===== config.mk =====
export PLATFORM = sky130hd
export DESIGN_NAME = select_max_scan_flat
export DESIGN_NICKNAME = d
export VERILOG_FILES = /design/src/rtl/select_max_scan_pkg.sv /design/src/rtl/select_max_scan_if.sv /design/src/rtl/select_max_scan_lane_tree.sv /design/src/rtl/select_max_scan.sv /design/src/flat_wrapper.sv
export SDC_FILE = /design/constraint.sdc
export NUM_CORES = 1
export LEC_CHECK = 0
export ABC_AREA = 1
export ABC_CLOCK_PERIOD_IN_PS = 4800
export CORE_MARGIN = 2
export CORE_UTILIZATION = 52
export DETAILED_ROUTE_END_ITERATION = 12
export PLACE_DENSITY = 0.87
export SETUP_SLACK_MARGIN = 0.3
export SLEW_MARGIN = 20
export SYNTH_ARGS = -nofsm -noshare
export SYNTH_HDL_FRONTEND = slang
export SYNTH_SLANG_ARGS = --single-unit

===== constraint.sdc =====
create_clock -name clk -period 4.8 [get_ports clk]
set_input_delay 0.96 -clock clk [delete_from_list [all_inputs] [get_ports clk]]
set_output_delay 0.96 -clock clk [all_outputs]
set_load 0.02 [all_outputs]

===== src/rtl/select_max_scan_pkg.sv =====
// Shared types and helpers for the select_max_scan block.
package select_max_pkg;

  typedef enum logic [1:0] {
    IDLE = 2'd0,
    SCAN = 2'd1,
    DONE = 2'd2
  } state_e;

  // Equal values keep the earlier (lower-index) candidate.
  localparam bit TIE_LOW_INDEX = 1'b1;

  // Index width for n items, never below one bit.
  function automatic int idx_w(input int n);
    return (n > 2) ? $clog2(n) : 1;
  endfunction

endpackage


===== src/rtl/select_max_scan_if.sv =====
// Handshake / data bundle for select_max_scan.
// SELECT_MAX_MARGIN_EN adds runner_up and margin.
interface select_max_scan_if #(
  parameter int DATA_W = 16,
  parameter int NUM_IN = 10
) ();
  localparam int IDX_W = select_max_pkg::idx_w(NUM_IN);

  logic                     enable;
  logic                     start;
  logic signed [DATA_W-1:0] in_data [NUM_IN];
  logic                     busy;
  logic                     layer_done;
  logic signed [DATA_W-1:0] max;
  logic [IDX_W-1:0]         digit;
`ifdef SELECT_MAX_MARGIN_EN
  logic signed [DATA_W-1:0] runner_up;
  logic [DATA_W:0]          margin;

  modport master (output enable, start, in_data,
                  input  busy, layer_done, max, digit, runner_up, margin);
  modport slave  (input  enable, start, in_data,
                  output busy, layer_done, max, digit, runner_up, margin);
`else
  modport master (output enable, start, in_data,
                  input  busy, layer_done, max, digit);
  modport slave  (input  enable, start, in_data,
                  output busy, layer_done, max, digit);
`endif
endinterface


===== src/rtl/select_max_scan_lane_tree.sv =====
// Combinational signed argmax over N candidates with a valid mask.
// Earlier positions win ties. With SELECT_MAX_MARGIN_EN it also returns
// the largest value at any position other than the winner.
module select_max_lane_tree import select_max_pkg::*; #(
  parameter  int DATA_W = 16,
  parameter  int N      = 3,
  localparam int PW     = idx_w(N)
) (
  input  logic [N-1:0][DATA_W-1:0] val,
  input  logic [N-1:0]             vld,
  output logic [DATA_W-1:0]        top_val,
  output logic [PW-1:0]            top_pos
`ifdef SELECT_MAX_MARGIN_EN
  ,
  output logic [DATA_W-1:0]        sec_val,
  output logic                     sec_vld
`endif
);

  function automatic logic beats(input logic signed [DATA_W-1:0] a,
                                 input logic signed [DATA_W-1:0] b);
    return TIE_LOW_INDEX ? (a > b) : (a >= b);
  endfunction

  logic top_vld;

  // Winner: first valid candidate not beaten by any later one.
  always_comb begin
    top_vld = 1'b0;
    top_val = '0;
    top_pos = '0;
    for (int i = 0; i < N; i++) begin
      if (vld[PW'(i)] && (!top_vld || beats(val[PW'(i)], top_val))) begin
        top_vld = 1'b1;
        top_val = val[PW'(i)];
        top_pos = PW'(i);
      end
    end
  end

`ifdef SELECT_MAX_MARGIN_EN
  // Runner-up: same scan with the winning position masked out.
  always_comb begin
    sec_vld = 1'b0;
    sec_val = '0;
    for (int i = 0; i < N; i++) begin
      if (vld[PW'(i)] && (PW'(i) != top_pos) &&
          (!sec_vld || beats(val[PW'(i)], sec_val))) begin
        sec_vld = 1'b1;
        sec_val = val[PW'(i)];
      end
    end
  end
`endif

endmodule


===== src/rtl/select_max_scan.sv =====
// Multi-cycle signed argmax: snapshot a vector on start, scan LANES
// elements per enabled cycle, publish max/digit with a one-cycle
// layer_done pulse. SELECT_MAX_MARGIN_EN adds runner_up/margin.
module select_max_scan import select_max_pkg::*; #(
  parameter int DATA_W = 16,
  parameter int NUM_IN = 10,
  parameter int LANES  = 2
) (
  input logic              clk,
  input logic              reset,
  select_max_scan_if.slave bus
);
  localparam int IDX_W = idx_w(NUM_IN);
`ifdef SELECT_MAX_MARGIN_EN
  localparam int OFF = 2;   // running best + running second ride in front
`else
  localparam int OFF = 1;   // running best rides in front of the lanes
`endif
  localparam int N  = LANES + OFF;
  localparam int PW = idx_w(N);
  localparam int BW = $clog2(NUM_IN + LANES) + 1;

  state_e                   st;
  logic signed [DATA_W-1:0] snap    [NUM_IN];
  logic signed [DATA_W-1:0] snap_sh [NUM_IN];
  logic [BW-1:0]            base;     // index of snap[0] in the original vector
  logic signed [DATA_W-1:0] acc_val;
  logic [IDX_W-1:0]         acc_idx;

  logic [N-1:0][DATA_W-1:0] cand_val;
  logic [N-1:0]             cand_vld;
  logic [DATA_W-1:0]        t_val;
  logic [PW-1:0]            t_pos;
  logic [IDX_W-1:0]         win_idx;
  logic                     last;

  // Running best sits at position 0 so it wins ties against later lanes.
  assign cand_val[0] = acc_val;
  assign cand_vld[0] = (base != '0);

`ifdef SELECT_MAX_MARGIN_EN
  logic signed [DATA_W-1:0] acc2_val;
  logic                     acc2_vld;
  logic [DATA_W-1:0]        s_val;
  logic                     s_vld;

  assign cand_val[1] = acc2_val;
  assign cand_vld[1] = acc2_vld && (base != '0);
`endif

  // Snapshot is consumed front-first; each lane reads a fixed slot and
  // lanes beyond the vector end are masked off.
  for (genvar l = 0; l < LANES; l++) begin : g_lane
    assign cand_val[OFF+l] = snap[l];
    assign cand_vld[OFF+l] = (int'(base) + l < NUM_IN);
  end

  for (genvar i = 0; i < NUM_IN; i++) begin : g_shift
    if (i + LANES < NUM_IN) begin : g_mv
      assign snap_sh[i] = snap[i+LANES];
    end else begin : g_zero
      assign snap_sh[i] = '0;
    end
  end

  select_max_lane_tree #(.DATA_W(DATA_W), .N(N)) u_tree (
    .val     (cand_val),
    .vld     (cand_vld),
    .top_val (t_val),
    .top_pos (t_pos)
`ifdef SELECT_MAX_MARGIN_EN
    ,
    .sec_val (s_val),
    .sec_vld (s_vld)
`endif
  );

  assign win_idx = (t_pos == '0) ? acc_idx
                                 : IDX_W'(int'(base) + int'(t_pos) - OFF);
  assign last    = (int'(base) + LANES >= NUM_IN);

  // Control FSM with registered outputs; results land only on DONE entry.
  always_ff @(posedge clk or negedge reset) begin
    if (!reset) begin
      st             <= IDLE;
      snap           <= '{default: '0};
      base           <= '0;
      acc_val        <= '0;
      acc_idx        <= '0;
      bus.busy       <= 1'b0;
      bus.layer_done <= 1'b0;
      bus.max        <= '0;
      bus.digit      <= '0;
`ifdef SELECT_MAX_MARGIN_EN
      acc2_val       <= '0;
      acc2_vld       <= 1'b0;
      bus.runner_up  <= '0;
      bus.margin     <= '0;
`endif
    end else begin
      bus.layer_done <= 1'b0;
      case (st)
        IDLE: if (bus.start) begin
          snap     <= bus.in_data;
          base     <= '0;
          bus.busy <= 1'b1;
          st       <= SCAN;
        end
        SCAN: if (bus.enable) begin
          snap    <= snap_sh;
          base    <= base + BW'(LANES);
          acc_val <= t_val;
          acc_idx <= win_idx;
`ifdef SELECT_MAX_MARGIN_EN
          acc2_val <= s_val;
          acc2_vld <= s_vld;
`endif
          if (last) begin
            st             <= DONE;
            bus.busy       <= 1'b0;
            bus.layer_done <= 1'b1;
            bus.max        <= t_val;
            bus.digit      <= win_idx;
`ifdef SELECT_MAX_MARGIN_EN
            bus.runner_up  <= s_val;
            bus.margin     <= {t_val[DATA_W-1], t_val} - {s_val[DATA_W-1], s_val};
`endif
          end
        end
        DONE:    st <= IDLE;
        default: st <= IDLE;
      endcase
    end
  end

endmodule

===== src/flat_wrapper.sv =====
// flat-port wrapper written by rule: the top's interface ports become plain ports
module select_max_scan_flat import select_max_pkg::*;
#(
  parameter int DATA_W = 16,
  parameter int NUM_IN = 10,
  parameter int LANES  = 2
)
  (clk, reset, bus_enable, bus_start, bus_in_data, bus_busy, bus_layer_done, bus_max, bus_digit);
  select_max_scan_if #(.DATA_W(DATA_W), .NUM_IN(NUM_IN)) bus_i ();
  input logic clk;
  input logic reset;
  input wire logic [$bits(bus_i.enable)-1:0] bus_enable;
  input wire logic [$bits(bus_i.start)-1:0] bus_start;
  input wire logic [$bits(bus_i.in_data)-1:0] bus_in_data;
  output wire logic [$bits(bus_i.busy)-1:0] bus_busy;
  output wire logic [$bits(bus_i.layer_done)-1:0] bus_layer_done;
  output wire logic [$bits(bus_i.max)-1:0] bus_max;
  output wire logic [$bits(bus_i.digit)-1:0] bus_digit;
  assign bus_i.enable = bus_enable;
  assign bus_i.start = bus_start;
  assign bus_i.in_data = {>>{bus_in_data}};
  assign bus_busy = bus_i.busy;
  assign bus_layer_done = bus_i.layer_done;
  assign bus_max = bus_i.max;
  assign bus_digit = bus_i.digit;
  select_max_scan #(.DATA_W(DATA_W), .NUM_IN(NUM_IN), .LANES(LANES)) u_core (.clk(clk), .reset(reset), .bus(bus_i));
endmodule

==> results of run 1 <==
## worst paths after layout
kind | startpoint | to | slack (ps) | cells past startpoint
setup / recovery | bus_enable | u_core.bus.max[9] | 1710 | 9
hold reg to reg | u_core.bus.max[10] | u_core.bus.max[10] | 480 | 2
max in group asynchronous | reset | u_core.snap[80] | 3480 | 2
setup reg to reg | u_core.base[3] | u_core.bus.max[14] | 1730 | 16
hold / removal | u_core.bus.max[10] | u_core.bus.max[10] | 480 | 2
min in group asynchronous | reset | u_core.acc_val[12] | 600 | 1
## cells in the mapped netlist, drive strengths merged
library cell	count
xnor2	1
o211ai	64
nor2	15
nand2	223
nand4	5
a21o	1
xor2	2
o21ai	84
nor3	2
nand3	58
inv	105
ha	19
a21oi	6
nor4	2
dfrtp	128
clkbuf	24
buf	21
## area by class of cell
class / instances / area share
clock inverter: 14 / 0.0267
tap: 147 / 0.0228
multi-input combinational: 482 / 0.312
clock buffer: 18 / 0.0532
inverter: 105 / 0.0490
timing repair buffer: 111 / 0.139
sequential: 128 / 0.397
## metal layers
metal	GRT usage	vias up	routed length, um
li1	-	2651	-
met1	0.308	2481	6180
met2	0.406	201	7340
met3	0.0799	21	1240
met4	0.0854	0	257
met5	0	-	0
## cell usage in the layout, fill, tap and decap left out
cell and instances:
a21o_1 1, dfrtp_1 128, o21ai_0 75, nor2_4 2
buf_4 4, clkbuf_1 1, clkinvlp_4 2, a21oi_1 6
nor3_1 1, clkbuf_16 17, nand2_2 15, clkdlybuf4s50_1 104
nor2_1 13, nor4_2 1, nand2_1 206, xnor2_1 1
o211ai_1 64, clkinv_4 4, inv_2 4, inv_1 100
nor3_2 1, ha_1 19, buf_6 1, clkinv_2 4
nand4_1 5, xor2_1 2, nor4_1 1, bufinv_16 5
nand3_1 58, o21ai_1 9, nand2_4 2, buf_12 2
## power by group
| group | internal [uW] | total [uW] | leakage (uW) | switching, uW |
|---|---|---|---|---|
| Clock | 920 | 1400 | 0.000310 | 484 |
| Sequential | 1580 | 1780 | 0.00160 | 197 |
| Combinational | 1020 | 3010 | 0.00202 | 2000 |
## sequential cells by signal (all words and copies together) (netlist names)
name	count
u_core.snap	64
u_core.acc_val	16
u_core.bus.max	16
u_core.cand_val	16
u_core.acc_idx	4
u_core.base	4
u_core.bus.digit	4
u_core.st	2
u_core.bus.busy	1
u_core.bus.layer_done	1
## through the flow
step / util / cell area, um^2 / hold slack [ps] / instances
detailed placement: 0.620 / 7420 / 465 / 973
global route: 0.674 / 8070 / 492 / 1005
global placement: 0.620 / 7420 / 450 / 973
CTS: 0.674 / 8060 / 480 / 1005
finish: 0.674 / 8070 / 475 / 1005
floorplan: - / 6320 / 437 / 760
## critical path: stages
cell and delay [ps]:
clkdlybuf4s50_1 450, inv_1 70, nor2_4 500, inv_2 360, nor2_1 170, buf_4 290
inv_1 350, nand2_1 170, nand2_1 60
## cell families after synthesis
kind of cell / share of synthesized area
flip-flops: 0.507
adder cells (fa/ha/maj): 0.0376
AND/OR/NAND/NOR: 0.207
buffers and inverters: 0.0956
XOR/XNOR: 0.00416
AO/OA/AOI/OAI: 0.148
==> impl_results.md, run 1 <==
- Worst-path clk slew: around 50 ps
- Post-Syn Instances: 760
- DR DRC count: 0
- Nets: between 1000 and 1500
- Share of the synthesized area in the top cell type: 0.507
- LEAKAGE: between 0.003 and 0.004 uW
- Worst-case clock buffer depth: 2
- Worst setup SP type: input pin
- Unique masters post-synth: 28
- #FFs+latches synth: ~130
- PnR worst setup slack: 1710 ps
- Ant diodes: 0
- CTS tree: built
- Multi-input logic area: between 0.002 and 0.003 mm^2
- Htree depth: 4
- Kind of end point of the critical path: flip-flop
- Antenna Violating Nets Remaining: 0
- Via Count: 5354
- Hold-fix buffers, CTS: 0
- Pwr Total: between 6000 and 7000 uW
- Gpl congestion: about 0.86
- Final TNS setup: 0 ps
- # rows: 40
- Worst setup slack after placement: roughly 1300 ps
- Starting density of the core: 0.528
- Worst min-delay path class: reg -> reg
- Layout area overhead: 27.6%
- Die Wd: between 100 and 150 um
- Ys Warns: 0
- Drt initial violations: 446
- Fill cell count: around 950
- Tot GR Track Use: 0.247
- Setup violators final: 0
- Routed wire length per instance: 14.9 um
- Seq/Total Area, Yosys: 0.507
- Resized Gates After CTS: 0
- Layout cells sized above 1: 0.0746
- Pwr/cell area: about 770 mW/mm^2
- Slew headroom: 0.291
- Clk_skew: slightly below 10 ps
- Synth Cell Area: about 0.0063 mm^2
- Vias per cell: 5.33
- Initial DRT Pass Iterations: 5
- Number of CTS-inserted buffers: 17
- Peak VDD IR: 0.000324 V
- CP arrival: between 3000 and 4000 ps
- GRT Residual Overflow: 0
- RSZ-0062 raised after global routing: false
- Crit path required time: between 5000 and 6000 ps
- Clk root buf: clkbuf_16
- Status: complete, no violations
- Initial antenna violation count: 0
- Vias in the first global route: just over 5000
- # port buffers: around 110
- Clk sinks: ~130
- Worst-path fanout max: 24
- Max frequency: 323 MHz
- Cell type with the largest total area after synthesis: dfrtp_1
- WS Path Type: in -> reg
- Final hold vios: 0
- Worst skew pair latency: 420 ps
- IO Pins: roughly 190
- DP HPWL: roughly 9.6 mm
- Setup bufs post-CTS: 0
- Largest net degree at the start of global routing: between 100 and 150
- Syn avg cell area: 8.32 um^2
- Slew @ Worst Pin: approximately 1100 ps
- First-pass GRT wire length: ~25 mm
- Max-Cap Viols: 0
- Final min period: between 3000 and 4000 ps
- FF/Latch Area: between 0.003 and 0.004 mm^2
- Syn nets: 943
- DRT Wirelength: approximately 15 mm
- Core area: between 0.01 and 0.015 mm^2
- Tcrit/Tclk final: 0.644
- Synth area leaders: dfrtp_1 (51%), nand2_1 (12%), o211ai_1 (7.6%)
- DIE AREA: about 0.013 mm^2
- Die height: approximately 110 um
- Final Slew Violations: 0
Power figures use the tool's default switching activity.
==> run 2: changes to the inputs <==
Settings changed: ABC_CLOCK_PERIOD_IN_PS 4800 to 3010, CORE_UTILIZATION 52 to 48, PLACE_DENSITY 0.87 to 0.81.
Clock period 4.8 ns to 3.01 ns, I/O delays scaled along.
==> impl_results.md, run 2 (synthesis gave the netlist of run 1 again) <==
- Status: complete, no violations
- Max frequency: about 350 MHz
- WS Path Type: reg -> reg
- Commonest non-fill, non-tap cell in the layout: nand2_1
- CP max stage cell: dfrtp_2
- Clk_skew: 9.11 ps (-0.734 ps)
- CP arrival: 3130 ps (-270 ps)
- Die Wd: 119 um (+3.9%)
- Starting density of the core: 0.497 (-0.0316)
- Worst setup SP type: flip-flop
- Clk sinks: 128 (unchanged)
- Met3 capacity usage during global routing: 0.0763 (-0.00368)
- Die height: 119 um (+3.9%)
- Most frequent CP cell: nand2_1
- Combinational cell fraction of total power: 0.550 (+0.064)
- Reg power frac: 0.252 (-0.035)
- Clk root buf: clkbuf_16
- Slew headroom: 0.409 (+0.119)
- Number of CTS-inserted buffers: 17 (unchanged)
- RSZ-0062 raised after global routing: true
- DRT Wirelength: 16.0 mm (+6.5%)
- Tcrit/Tclk final: 0.937
- Via Count: 5531 (+3.3%)
- Slew @ Worst Pin: 883 ps (-181 ps)
- Hold-fix buffers, CTS: 0 (unchanged)
- Final hold vios: 0 (unchanged)
- Final TNS setup: 0 ps (unchanged)
- Htree depth: 4 (unchanged)
- Layout area overhead: 36.4%
- # port buffers: 105 (unchanged)
- Crit path required time: 3320 ps (-1790 ps)
- Routed wire length per instance: 15.2 um (+1.4%)
- M1 GR Usage: 0.290 (-0.0184)
- IO Pins: 186 (unchanged)
- Biggest register: u_core.snap
- Layout cells sized above 1: 0.138 (+0.0636)
- Pwr/cell area: 1310 mW/mm^2 (+71%)
- DP HPWL: 10.4 mm (+8.6%)
- Drt initial violations: 457 (+2.5%)
- Kind of end point of the critical path: flip-flop
- GRT Residual Overflow: 0 (unchanged)
- Vias in the first global route: 5399 (+5.7%)
- Nets: 1054 (+2.5%)
- DIE AREA: 0.0141 mm^2 (+8.0%)
- Max-Cap Viols: 0 (unchanged)
- Initial antenna violation count: 0 (unchanged)
- Part of the power in the clock network: 0.198 (-0.029)
- Largest net degree at the start of global routing: 130 (+8.3%)
- Internal power: 6480 uW (+84%)
- Final Slew Violations: 0 (unchanged)
- Commonest non-fill, non-tap cells in the layout: nand2_1 (198), dfrtp_1 (127), clkdlybuf4s50_1 (104), inv_1 (98), o21ai_0 (75)
- # rows: 41 (+2.5%)
- LEAKAGE: 0.00416 uW (+5.6%)
- Vias per cell: 5.24 (-1.6%)
- Cells along the critical path: nor4_4, buf_6, clkinvlp_4, nand2_1, ha_1, a21oi_1, nor2_1, nor2_1, nand2_1, nand2_1, nand3_1, nand2_1, nand2_2, nand2_4, buf_8, nand3_1, nand3_2, nand2_1
- Max reg flops: 64 (unchanged)
- Core area: 0.0127 mm^2 (+6.4%)
- Final min period: about 2800 ps
- Most Used Layer, Global Route: met2
- Net Switching: 4820 uW (+80%)
- GR Util met2: 0.378 (-0.0288)
- CTS tree: built
- Pwr Total: 11300 uW (+82%)
- Worst-path fanout max: 13 (-46%)
- Setup violators final: 0 (unchanged)
- Delay of the slowest cell on the worst path: 420 ps (-80 ps)
- Initial DRT Pass Iterations: 4 (-1)
- Sw frac: 0.426 (-0.00561)
- Gpl congestion: 0.856 (-0.48%)
- First-pass GRT wire length: 25.9 mm (+4.4%)
- Worst-case clock buffer depth: 2 (unchanged)
- Worst skew pair latency: 420 ps (about the same)
- Tot GR Track Use: 0.233 (-0.0139)
- Worst-path clk slew: 60 ps (about the same)
- Peak VDD IR: 0.000533 V (+65%)
- Ant diodes: 0 (unchanged)
- Worst min-delay path class: in -> async
- Antenna Violating Nets Remaining: 0 (unchanged)
- DR DRC count: 0 (unchanged)
[run 2: critical path: cells and delay by family, from the launching register on]
| family | cells | cell delay, ps |
|---|---|---|
| buf+inv | 3 | 470 |
| fa+ha+maj | 1 | 250 |
| flops | 1 | 420 |
| compound gates | 1 | 190 |
| simple gates | 13 | 1380 |
[run 2: cell type report]
class                   instances  area (um^2)
fillers                      1023         4100
flip-flops and latches        128         3200
multi-input cells             482         2740
repair buffers                135         1410
clock buffers                  21          460
inverters                     105          395
well taps                     172          215
clock inverters                10          184
repair inverters                2         15.0
[run 2: per-stage QoR]
stage	utilization	hold slack [ps]	std cells	setup WS (ps)	area, um^2
global placement	0.597	450	1009	240	7600
global route	0.678	297	1055	58.2	8620
floorplan	-	306	760	451	6320
CTS	0.672	257	1054	308	8550
finish	0.678	240	1055	189	8620
detailed placement	0.597	466	1009	194	7600
[run 2: worst paths after layout]
path / from / endpoint / slack (ps) / cells after the start
max: u_core.base[1] / u_core.bus.max[3] / 190 / 18
min: reset / u_core.bus.max[7] / 240 / 1
max reg2reg: u_core.base[1] / u_core.bus.max[3] / 190 / 18
min reg2reg: u_core.acc_val[13] / u_core.acc_val[13] / 480 / 2
max in group asynchronous: reset / u_core.snap[55] / 2110 / 2
min in group clk: u_core.acc_val[13] / u_core.acc_val[13] / 480 / 2
[run 2: power by group through the flow]
stage               sequential, uW  combinational [uW]  clock, uW
finish                        2850                6210       2240
CTS                           2840                5930       2260
floorplan                     2920                3540          0
global placement              2810                4910          0
global route                  2930                6870       2350
detailed placement            2850                5090          0
[run 2: repair_timing]
| item | CTS | global route |
|---|---|---|
| buffers inserted | 11 | 1 |
| gates resized for setup | 45 | 14 |
| cloned | 3 | 0 |
| endpoints found under the setup margin | 40 | 40 |
| pin swaps | 14 | 19 |
[run 2: layer usage]
metal,up-vias,share of wire
met2,183,0.50
met4,0,0.028
met3,36,0.069
met1,2610,0.41
met5,-,0
li1,2702,-
==> run 3: changes to the inputs <==
Settings changed: CORE_ASPECT_RATIO from default to 0.75, SKIP_LAST_GASP from default to 1.
==> impl_results.md, run 3 (synthesis gave the netlist of run 1 again) <==
- Setup violators final: 0 (unchanged)
- DIE AREA: 0.0141 mm^2 (about the same)
- Vias per cell: 5.37 (+2.5%)
- Slew @ Worst Pin: 1050 ps (+163 ps)
- Core area: 0.0129 mm^2 (+1.6%)
- Crit path required time: 3380 ps (+60 ps)
- Clk sinks: 128 (unchanged)
- R2R Setup Slk: 50 ps (-140 ps)
- DR DRC count: 0 (unchanged)
- Layout cells sized above 1: 0.149 (+0.0112)
- Routed wire length per instance: 16.3 um (+7.8%)
- Max-Cap Viols: 0 (unchanged)
- LEAKAGE: 0.00411 uW (-1.2%)
- CP max stage cell: dfrtp_1
- Commonest non-fill, non-tap cells in the layout: nand2_1 (190), dfrtp_1 (127), clkdlybuf4s50_1 (104), inv_1 (99), o21ai_0 (74)
- Gpl congestion: 0.825 (-3.7%)
- Hold-fix buffers, CTS: 0 (unchanged)
- Biggest register: u_core.snap
- Clk_skew: 8.16 ps (-0.945 ps)
- Worst-case clock buffer depth: 2 (unchanged)
- Delay of the slowest cell on the worst path: 410 ps (about the same)
- Peak VDD IR: 0.000896 V (+68%)
- GRT Residual Overflow: 0 (unchanged)
- Worst min-delay path class: in -> async
- DP HPWL: 10.7 mm (+2.7%)
- Worst-path fanout max: 7 (-6)
- RSZ-0062 raised after global routing: true
- Slew headroom: 0.302 (-0.107)
- Initial DRT Pass Iterations: 5 (+1)
- Max frequency: 337 MHz (-4.8%)
- Commonest non-fill, non-tap cell in the layout: nand2_1
- Status: complete, no violations
- Htree depth: 4 (unchanged)
- Pwr/cell area: 1300 mW/mm^2 (-1.1%)
- Final Slew Violations: 0 (unchanged)
- FF/Latch Area: 0.00320 mm^2 (unchanged)
- Largest net degree at the start of global routing: 130 (unchanged)
- Cells along the critical path: nor4_4, buf_4, clkinvlp_4, nand2_2, ha_1, a21oi_1, nor2_1, nor2_1, nand2_1, nand2_2, nand3_1, nand2_1, nand2_2, nand2_8, buf_6, nand3_4, nand2_2, nand2_2, inv_2
- Die Wd: 137 um (+15%)
- Die height: 103 um (-13%)
- Multi-input logic area: 0.00279 mm^2 (+1.8%)
- Drt initial violations: 510 (+12%)
- IO Pins: 186 (unchanged)
- Ant diodes: 0 (unchanged)
- Fill cell count: 1022 (-0.098%)
- Number of CTS-inserted buffers: 17 (unchanged)
- DRT Wirelength: 17.2 mm (+7.8%)
- Nets: 1054 (unchanged)
- Starting density of the core: 0.489 (-0.00789)
- Clk root buf: clkbuf_16
- Kind of end point of the critical path: flip-flop
- Layout Cells excl Fill: 1055 (unchanged)
- # rows: 36 (-12%)
- Tcrit/Tclk final: 0.985 (+0.0476)
- Layout area overhead: 35.3%
- Initial antenna violation count: 0 (unchanged)
- Worst setup SP type: flip-flop
- Layout Utilization: 0.661 (-0.0163)
- Via Count: 5667 (+2.5%)
- Worst skew pair latency: 420 ps (about the same)
- Final min period: 2960 ps (+143 ps)
- CP arrival: 3330 ps (+200 ps)
- Vias in the first global route: 5625 (+4.2%)
- CTS tree: built
- First-pass GRT wire length: 27.8 mm (+7.2%)
- Final hold vios: 0 (unchanged)
- Antenna Violating Nets Remaining: 0 (unchanged)
- Worst-path clk slew: 60 ps (about the same)
- Tot GR Track Use: 0.259 (+0.0258)
- # port buffers: 105 (unchanged)
- Post-Place Cells: 1005 (-0.40%)
- Max reg flops: 64 (unchanged)
- Most frequent CP cell: nand2_2
- WS Path Type: reg -> reg
-- run 3: worst paths after layout --
| path | start | to | cells past startpoint |
|---|---|---|---|
| worst min-delay path | reset | u_core.snap[83] | 1 |
| worst max register to register | u_core.base[2] | u_core.acc_idx[2] | 19 |
| min in group clk | u_core.bus.busy | u_core.bus.busy | 2 |
| worst max-delay path | u_core.base[2] | u_core.acc_idx[2] | 19 |
| max in group asynchronous | reset | u_core.base[1] | 2 |
| worst min register to register | u_core.bus.busy | u_core.bus.busy | 2 |
-- run 3: critical path, delay by kind of cell (launching register included) --
kind / cells / cell delay [ps]
buffers and inverters: 4 / 620
adders and majority gates: 1 / 250
AOI/OAI and AO/OA: 1 / 190
DFF: 1 / 410
and+or+nand+nor: 13 / 1450
-- run 3: what timing repair did --
| item | CTS | global route |
|---|---|---|
| setup buffers | 10 | 3 |
| resized for setup | 34 | 28 |
| pin swaps | 19 | 11 |
| gates cloned | 4 | 1 |
| endpoints found under the setup margin | 40 | 40 |
-- run 3: layout make-up --
cell class,instances,share of cell area
Sequential cell,128,0.375
Inverter,105,0.0465
Tap cell,171,0.0250
Clock buffer,17,0.0498
Timing Repair inverter,1,0.000878
Timing Repair Buffer,134,0.159
Clock inverter,15,0.0179
Multi-Input combinational cell,484,0.326
-- run 3: per-layer routing --
metal,track usage,routed length (um),up-vias
li1,-,-,2711
met1,0.355,7790,2671
met2,0.403,7800,237
met3,0.0663,1170,48
met4,0.0913,472,0
met5,0,0,-
-- run 3: power by group --
part	switching [uW]	internal, uW	leakage (uW)
combinational	3910	2290	0.00223
sequential	337	2520	0.00160
clock	865	1160	0.000271
total	5110	5980	0.00411
-- run 3: metrics by stage --
step           hold slack [ps]  cell area, um^2  setup WS (ps)  setup TNS, ps  total power (uW)
5_1_grt                    209             8550          -96.8          -2520             11900
3_5_place_dp               458             7530           97.3              0              7700
2_1_floorplan              306             6320            451              0              6460
6_report                   172             8550           45.3              0             11100
4_1_cts                    183             8390            207              0             10600
3_3_place_gp               453             7530            160              0              7500
